<file path="src/rtl/svf_seq_pkg.sv">
// Shared types and constants for the time-multiplexed state-variable filter sequencer.
package svf_seq_pkg;

    localparam int SAMPLE_W = 16;
    localparam int F_SHIFT  = 15;
    localparam int Q_SHIFT  = 14;

    typedef enum logic [2:0] {
        S_IDLE,
        S_MQ,
        S_MF,
        S_HP,
        S_BP,
        S_DONE
    } state_t;

    function automatic int slot_of(input int v);
        return v * SAMPLE_W;
    endfunction

endpackage

</file>
<file path="src/rtl/svf_mul16.sv">
// Registered signed 16x16 -> 32 multiplier; one cycle of latency, one SB_MAC16 worth of logic.
module svf_mul16 (
    input  logic               clk,
    input  logic               rst_n,
    input  logic signed [15:0] a,
    input  logic signed [15:0] b,
    output logic signed [31:0] p
);

    logic signed [31:0] p_d;
    logic signed [31:0] p_q;

    always_comb begin
        p_d = a * b;
    end

    always_ff @(posedge clk or negedge rst_n) begin
        if (!rst_n) begin
            p_q <= '0;
        end else begin
            p_q <= p_d;
        end
    end

    assign p = p_q;

endmodule

</file>
<file path="src/rtl/svf_voice_sequencer.sv">
// Chamberlin SVF for VOICES voices sharing one registered multiplier; fixed 4-cycle
// schedule per voice, all results published together with a one-cycle out_valid.
module svf_voice_sequencer
    import svf_seq_pkg::*;
#(
    parameter int VOICES = 4
) (
    input  logic                         clk,
    input  logic                         rst_n,
    input  logic                         sample_stb,
    input  logic [SAMPLE_W*VOICES-1:0]   in_data,
    input  logic [SAMPLE_W*VOICES-1:0]   f_coef,
    input  logic [SAMPLE_W*VOICES-1:0]   q1_coef,
    input  logic [VOICES-1:0]            voice_en,
    input  logic                         clr_overrun,
    output logic [SAMPLE_W*VOICES-1:0]   lp_out,
    output logic [SAMPLE_W*VOICES-1:0]   bp_out,
    output logic [SAMPLE_W*VOICES-1:0]   hp_out,
    output logic                         out_valid,
    output logic                         busy,
    output logic                         overrun
);

    localparam int VW = (VOICES > 1) ? $clog2(VOICES) : 1;
    localparam int LW = SAMPLE_W * VOICES;

    state_t state_q, state_d;
    logic [VW-1:0] v_q, v_d;

    logic [LW-1:0] in_snap_q, in_snap_d;
    logic [LW-1:0] f_snap_q, f_snap_d;
    logic [LW-1:0] q1_snap_q, q1_snap_d;
    logic [VOICES-1:0] en_snap_q, en_snap_d;

    logic signed [15:0] lp_q [VOICES];
    logic signed [15:0] lp_d [VOICES];
    logic signed [15:0] bp_q [VOICES];
    logic signed [15:0] bp_d [VOICES];
    logic signed [15:0] hp_q [VOICES];
    logic signed [15:0] hp_d [VOICES];
    logic signed [15:0] qbp_q, qbp_d;

    logic [LW-1:0] lp_out_q, lp_out_d;
    logic [LW-1:0] bp_out_q, bp_out_d;
    logic [LW-1:0] hp_out_q, hp_out_d;
    logic out_valid_q, out_valid_d;
    logic overrun_q, overrun_d;

    logic signed [15:0] mul_a, mul_b;
    logic signed [31:0] prod;
    logic signed [15:0] prod_f, prod_qs;
    logic signed [15:0] cur_in, cur_f, cur_q1;
    logic signed [15:0] lp_n, hp_n;
    int base;

    svf_mul16 u_mul (
        .clk   (clk),
        .rst_n (rst_n),
        .a     (mul_a),
        .b     (mul_b),
        .p     (prod)
    );

    // Bit slices equal (prod >>> shift)[15:0]; the upper bits are discarded by the wrap.
    assign prod_f  = prod[F_SHIFT +: SAMPLE_W];
    assign prod_qs = prod[Q_SHIFT +: SAMPLE_W];

    always_comb begin
        base   = slot_of(int'(v_q));
        cur_in = in_snap_q[base +: SAMPLE_W];
        cur_f  = f_snap_q[base +: SAMPLE_W];
        cur_q1 = q1_snap_q[base +: SAMPLE_W];
        lp_n   = lp_q[v_q] + prod_f;
        hp_n   = cur_in - lp_n - qbp_q;
    end

    always_comb begin
        state_d     = state_q;
        v_d         = v_q;
        in_snap_d   = in_snap_q;
        f_snap_d    = f_snap_q;
        q1_snap_d   = q1_snap_q;
        en_snap_d   = en_snap_q;
        lp_d        = lp_q;
        bp_d        = bp_q;
        hp_d        = hp_q;
        qbp_d       = qbp_q;
        lp_out_d    = lp_out_q;
        bp_out_d    = bp_out_q;
        hp_out_d    = hp_out_q;
        out_valid_d = 1'b0;
        overrun_d   = overrun_q;
        mul_a       = '0;
        mul_b       = '0;

        // A strobe while busy outranks a simultaneous clear.
        if (clr_overrun) overrun_d = 1'b0;
        if (sample_stb && state_q != S_IDLE) overrun_d = 1'b1;

        case (state_q)
            S_IDLE: begin
                if (sample_stb) begin
                    in_snap_d = in_data;
                    f_snap_d  = f_coef;
                    q1_snap_d = q1_coef;
                    en_snap_d = voice_en;
                    v_d       = '0;
                    state_d   = S_MQ;
                end
            end
            S_MQ: begin
                mul_a   = bp_q[v_q];
                mul_b   = cur_q1;
                state_d = S_MF;
            end
            S_MF: begin
                qbp_d   = prod_qs;
                mul_a   = bp_q[v_q];
                mul_b   = cur_f;
                state_d = S_HP;
            end
            S_HP: begin
                lp_d[v_q] = lp_n;
                hp_d[v_q] = hp_n;
                mul_a     = hp_n;
                mul_b     = cur_f;
                state_d   = S_BP;
            end
            S_BP: begin
                if (en_snap_q[v_q]) begin
                    bp_d[v_q] = bp_q[v_q] + prod_f;
                end else begin
                    lp_d[v_q] = '0;
                    bp_d[v_q] = '0;
                    hp_d[v_q] = '0;
                end
                if (v_q == VW'(VOICES - 1)) begin
                    state_d = S_DONE;
                end else begin
                    v_d     = v_q + VW'(1);
                    state_d = S_MQ;
                end
            end
            S_DONE: begin
                for (int i = 0; i < VOICES; i++) begin
                    lp_out_d[slot_of(i) +: SAMPLE_W] = lp_q[i];
                    bp_out_d[slot_of(i) +: SAMPLE_W] = bp_q[i];
                    hp_out_d[slot_of(i) +: SAMPLE_W] = hp_q[i];
                end
                out_valid_d = 1'b1;
                state_d     = S_IDLE;
            end
            default: state_d = S_IDLE;
        endcase
    end

    always_ff @(posedge clk or negedge rst_n) begin
        if (!rst_n) begin
            state_q     <= S_IDLE;
            v_q         <= '0;
            in_snap_q   <= '0;
            f_snap_q    <= '0;
            q1_snap_q   <= '0;
            en_snap_q   <= '0;
            qbp_q       <= '0;
            lp_out_q    <= '0;
            bp_out_q    <= '0;
            hp_out_q    <= '0;
            out_valid_q <= 1'b0;
            overrun_q   <= 1'b0;
            for (int i = 0; i < VOICES; i++) begin
                lp_q[i] <= '0;
                bp_q[i] <= '0;
                hp_q[i] <= '0;
            end
        end else begin
            state_q     <= state_d;
            v_q         <= v_d;
            in_snap_q   <= in_snap_d;
            f_snap_q    <= f_snap_d;
            q1_snap_q   <= q1_snap_d;
            en_snap_q   <= en_snap_d;
            qbp_q       <= qbp_d;
            lp_out_q    <= lp_out_d;
            bp_out_q    <= bp_out_d;
            hp_out_q    <= hp_out_d;
            out_valid_q <= out_valid_d;
            overrun_q   <= overrun_d;
            for (int i = 0; i < VOICES; i++) begin
                lp_q[i] <= lp_d[i];
                bp_q[i] <= bp_d[i];
                hp_q[i] <= hp_d[i];
            end
        end
    end

    assign lp_out    = lp_out_q;
    assign bp_out    = bp_out_q;
    assign hp_out    = hp_out_q;
    assign out_valid = out_valid_q;
    assign busy      = (state_q != S_IDLE);
    assign overrun   = overrun_q;

endmodule

</file>
<file path="config.mk">
export PLATFORM = sky130hd
export DESIGN_NAME = svf_voice_sequencer
export DESIGN_NICKNAME = d
export VERILOG_FILES = /design/src/rtl/svf_seq_pkg.sv /design/src/rtl/svf_mul16.sv /design/src/rtl/svf_voice_sequencer.sv
export SDC_FILE = /design/constraint.sdc
export NUM_CORES = 2
export LEC_CHECK = 0
export BUFFER_PORTS_ARGS = -buffer_cell sky130_fd_sc_hd__buf_2
export CAP_MARGIN = 20
export CORE_MARGIN = 4
export CORE_UTILIZATION = 65
export DETAILED_ROUTE_END_ITERATION = 8
export PLACE_DENSITY = 0.89
export SYNTH_ARGS = -nofsm -noshare
export SYNTH_HDL_FRONTEND = slang
export SYNTH_HIERARCHICAL = 1
export SYNTH_SLANG_ARGS = --single-unit
</file>
<file path="constraint.sdc">
create_clock -name clk -period 19.6 [get_ports clk]
set_input_delay 3.92 -clock clk [delete_from_list [all_inputs] [get_ports clk]]
set_output_delay 3.92 -clock clk [all_outputs]
set_load 0.03 [all_outputs]
</file>
# Word level (Yosys, flattened, before mapping)
# Index checks and enable logic that the tools add are counted.
# totals
register_bits	634
latch_bits	0
mem_bits_rw	0
rom_bits	0
input_bits	200
out_inout_bits	195
elab_cells	92
n_memories	0
# classes
n_addsub	5
multipliers	1
n_div	0
n_lt_le_gt_ge	3
n_eq_ne	9
n_shift	3
n_mux	29
bitwise_logic	5
n_reduce_logical	12
# ops
operator	count
64-bit case mux with 2 select lines	2
64-bit AND	3
64-bit bitwise mux	3
64-bit 2-to-1 mux	3
64-bit by 7-bit variable part select with 16-bit output	3
16-bit 2-to-1 mux	5
16-bit binary-select mux with 2-bit select	2
64-bit NOT	1
16-bit case mux with 2 select lines	2
16-bit adder	2
16-bit demux with 2-bit select	1
16-bit subtractor	2
16-bit by 16-bit multiplier with 31-bit output	1
3-bit case mux with 5 select lines	1
3-bit by 2-bit == test with 1-bit output, second input constant	2
3-bit == test, second input constant	2
3-bit 2-to-1 mux	2
2-bit != test, second input constant	3
2-bit nonzero test	3
1-bit 2-to-1 mux	4
2-bit 2-to-1 mux	2
2-bit case mux with 2 select lines	1
2-bit AND reduction	2
2-bit OR reduction	2
12 further kinds	13

# Logic depth before layout (Yosys ltp)
# depth
ltp_word	9
mapped_depth	48
ltp_nobuf	42

# By module
# Netlist, hierarchy kept.
# by_module_without_submodules
module	n_inst	cells_each	area_per_inst_um2	seq_area_each_um2
svf_voice_sequencer	1	2472	27373.8	15089.5
svf_mul16	1	1118	10682.7	800.8

# Worst setup path after synthesis
# Ideal clock, no wire load.
# synth_path
path_type	register -> register
from	register v_q[1]
to	register u_mul.p_q[30], in the netlist u_mul/p[30]
setup_time_ns	0.123
t_arrival_ns	11.236
required_ns	19.477
setup_slack_ns	8.242
path_stages_with_launch	45
path_buffers	6
period_less_slack_ns	11.358
cell_sequence	dfrtp_1 -> buf_2 -> buf_1 -> clkbuf_1 -> buf_1 -> mux4_2 -> ha_1 -> inv_1 -> fa_1 -> nor2b_1 -> o21a_1 -> o21ai_0 -> a31oi_1 -> o311ai_0 -> inv_1 -> fa_1 -> inv_1 -> ha_1 -> [... 9 more ...] -> inv_1 -> fa_1 -> fa_1 -> fa_1 -> fa_1 -> fa_1 -> inv_1 -> fa_1 -> inv_1 -> ha_1 -> buf_6 -> nand4_4 -> or4_4 -> a21oi_2 -> o21ai_2 -> o311ai_2 -> a21oi_1 -> xnor2_1
# synth_between
elab_chain_cells	9
elab_cells_between_ends	16
cone_classes	3 x add/sub; 1 x mul; 3 x shift; 8 x mux; 1 x bitwise
# synth_lines
item	line_no	text
from (decl)	svf_voice_sequencer.sv:28	logic [VW-1:0] v_q, v_d;
from (signal assigned)	svf_voice_sequencer.sv:178	v_q <= v_d;
2-bit NOT with 3-bit output (not written as such)	svf_voice_sequencer.sv:73, svf_voice_sequencer.sv:112, svf_voice_sequencer.sv:118	
16-bit binary-select mux with 2-bit select	svf_voice_sequencer.sv:73	lp_n = lp_q[v_q] + prod_f;
16-bit 2-to-1 mux (not written as such) (2 in a row)	svf_voice_sequencer.sv:73	
16-bit adder	svf_voice_sequencer.sv:73	
16-bit subtractor (2 in a row)	svf_voice_sequencer.sv:74	hp_n = cur_in - lp_n - qbp_q;
16-bit case mux with 2 select lines (*)	svf_voice_sequencer.sv:100	case (state_q)
net mul_a[15]	svf_voice_sequencer.sv:49	logic signed [15:0] mul_a, mul_b;
16-bit by 16-bit multiplier with 31-bit output (*)	svf_mul16.sv:14	p_d = a * b;
net u_mul.p_d[30]	svf_mul16.sv:10	logic signed [31:0] p_d;
to (signal assigned)	svf_mul16.sv:21	p_q <= p_d;
to (decl)	svf_mul16.sv:11	logic signed [31:0] p_q;
# Mark *: on every way through the listed nets, which the timed path passes. The rest lies on a longest branch. The select of a mux whose other input is x is not followed.
# A chain may end at the register's enable or synchronous reset.

# Final worst setup path
# layout_path
from	register v_q[0]
to	register u_mul.p_q[30], in the netlist u_mul/p[30]
# The elaborated chain is that of the path after synthesis.

==> run summary <==
Die area = 61400 µm²
DP Wirelength = 77800 µm
Num CTS Buffers = 61
Post-CTS Setup Bufs = 0
Maximum clock path buffer count = 3
Via density = 6.22
Root buf cell = clkbuf_16
Final setup vio count = 0
Hold crit path type = reg -> reg
Fillers = 3575
DR WL/cell = 23.7 µm
Status = completed
Final nets = 4465
Buffers on Ports = 394
Fmax = 0.0842 GHz
Post-cts resize count = 0
Hold_sp = hp_q[20]
CTS Hold Bufs = 0
Worst-skew pair later-pin latency = 0.67 ns
Drt first pass iters = 7
DR vias = 29.0k
CP Class = reg -> reg
Critical path origin = v_q[0]
Detailed Route Iter0 Violations = 3066
Count of warnings emitted by yosys = 6
Max stage delay on crit path = 0.80 ns
Area of the multi-input gates = 19900 µm²
Synthesized net count = 4146
R2R Path End = u_mul/p[30]
Min Hold Slack = 0.468 ns
Die Ht = 248 µm
Cell mode on critical path = fa_1
Req. time, crit path = 20.12 ns
Cell count after synthesis = 3536
CP Capture Type = flip-flop
Initial Util = 0.659
FP Rows = 87
Final hold violation count = 0
Post-Syn Area = 37400 µm²
Mapped Avg Cell Area = 10.6 µm²
First-pass GRT wire length = 170000 µm
RSZ-0062 raised after global routing = false
Grt ovf = 0
Worst Max-Slew Pin Slew = 1.19 ns
CORE AREA = 56700 µm²
Worst EP arrival = 12.40 ns
Clock sinks = 620
Synthesis-to-layout area growth = 12.5%
Post-route antenna net violation count = 0
Routability cong. = 1.01
Rel. slew slack = 0.210
DRC errors left = 0
Gr usage total = 0.362
Routed WL = 110000 µm
Clock transition at the registers of the reported paths = 0.07 ns
Reg-to-reg slack, setup = 7.72 ns
Max-cap violations = 0
Share of cells above drive strength 1 = 0.220
Vias in the first global route = 29.6k
R2R depth = 39
Tmin final = 11.88 ns
Die W = 248 µm
Worst Hold Endpoint = hp_out[36]
Hold Crit Depth = 2
Sequential cell area = 15500 µm²
H-tree depth = 2
Layout Skew = 0.0404 ns
# IOs = 395
Final Slew Violations = 0
Largest net degree at the start of global routing = 194
CTS tree = built
CP max-delay cell = a22o_1
Crit start category = flip-flop
Initial antenna violation count = 12
Total negative slack = 0 ns
Fin crit share = 0.606
Max Fanout on Critical Path = 17
RR Startpoint = v_q[0]
[registers in the layout, indices dropped and copies added (netlist names), 64 cells and up]
signal,flops
hp_out,64
lp_q,64
in_snap_q,64
q1_snap_q,64
bp_q,64
f_snap_q,64
hp_q,64
lp_out,64
bp_out,64
[placed cells by master, fill, tap and decap left out, drive strengths merged, types with 4 or more instances in the layout]
master  count
a211oi     10
a21o       20
a21oi      97
a22o       68
a311oi      4
a32o        8
a41oi       6
and2      129
and3       11
buf       432
bufinv      5
clkbuf     84
clkinv     18
dfrtp     620
fa        276
ha        134
inv       346
mux2      213
mux2i       8
mux4       79
nand2     908
nand2b     12
nand3      14
nand3b      4
nand4       8
nor2       83
nor2b      10
nor3        9
o211ai      4
o21a       12
o21ai     134
o21bai     12
o31ai      12
or2         6
or3         7
or4         6
xnor2      32
xor2       21
[routing by layer]
metal | part of all wire | routed length [µm] | track usage | vias up
li1 | - | - | - | 12176
met1 | 0.35 | 38800 | 0.465 | 14434
met2 | 0.47 | 52000 | 0.582 | 1937
met3 | 0.12 | 12800 | 0.0912 | 415
met4 | 0.060 | 6570 | 0.180 | 18
met5 | 0.0011 | 126 | 0 | -
[metrics by stage]
step,setup WS [ns],cells,utilization,instance area [µm²]
3_3_place_gp,7.78,4545,0.704,40000
2_1_floorplan,8.24,3536,-,37400
5_1_grt,7.19,4659,0.742,42100
3_5_place_dp,7.45,4545,0.704,40000
6_report,7.72,4662,0.742,42100
4_1_cts,7.38,4656,0.741,42000
[cell type report]
class	count	share of cell area
clock inverter	28	0.00809
tap	756	0.0225
clock buffer	83	0.0411
timing repair buffer	433	0.0557
sequential	620	0.369
multi-input combinational	2395	0.473
antenna	3	0.000178
inverter	344	0.0308
[worst max path at each step]
stage	endpoint	cells past startpoint
final	u_mul/p[30]	39
after global routing	u_mul/p[30]	39
after CTS	u_mul/p[30]	38
after detailed placement	u_mul/p[30]	38
after global placement	u_mul/p[30]	38
after floorplan	u_mul/p[30]	44
[worst max-delay path, delay by kind of cell (launching register included)]
family                   cells  cell delay (ns)
AND/OR/NAND/NOR              8             1.92
multiplexers                 1             0.55
XOR/XNOR                     2             0.92
buffers and inverters        6             0.38
AO/OA/AOI/OAI               11             2.55
flip-flops                   1             0.67
adder cells (fa/ha/maj)     11             4.74
Power is left out: the tool's default activity adds up to more than one toggle a clock period on the data nets, which glitch-free logic cannot reach.
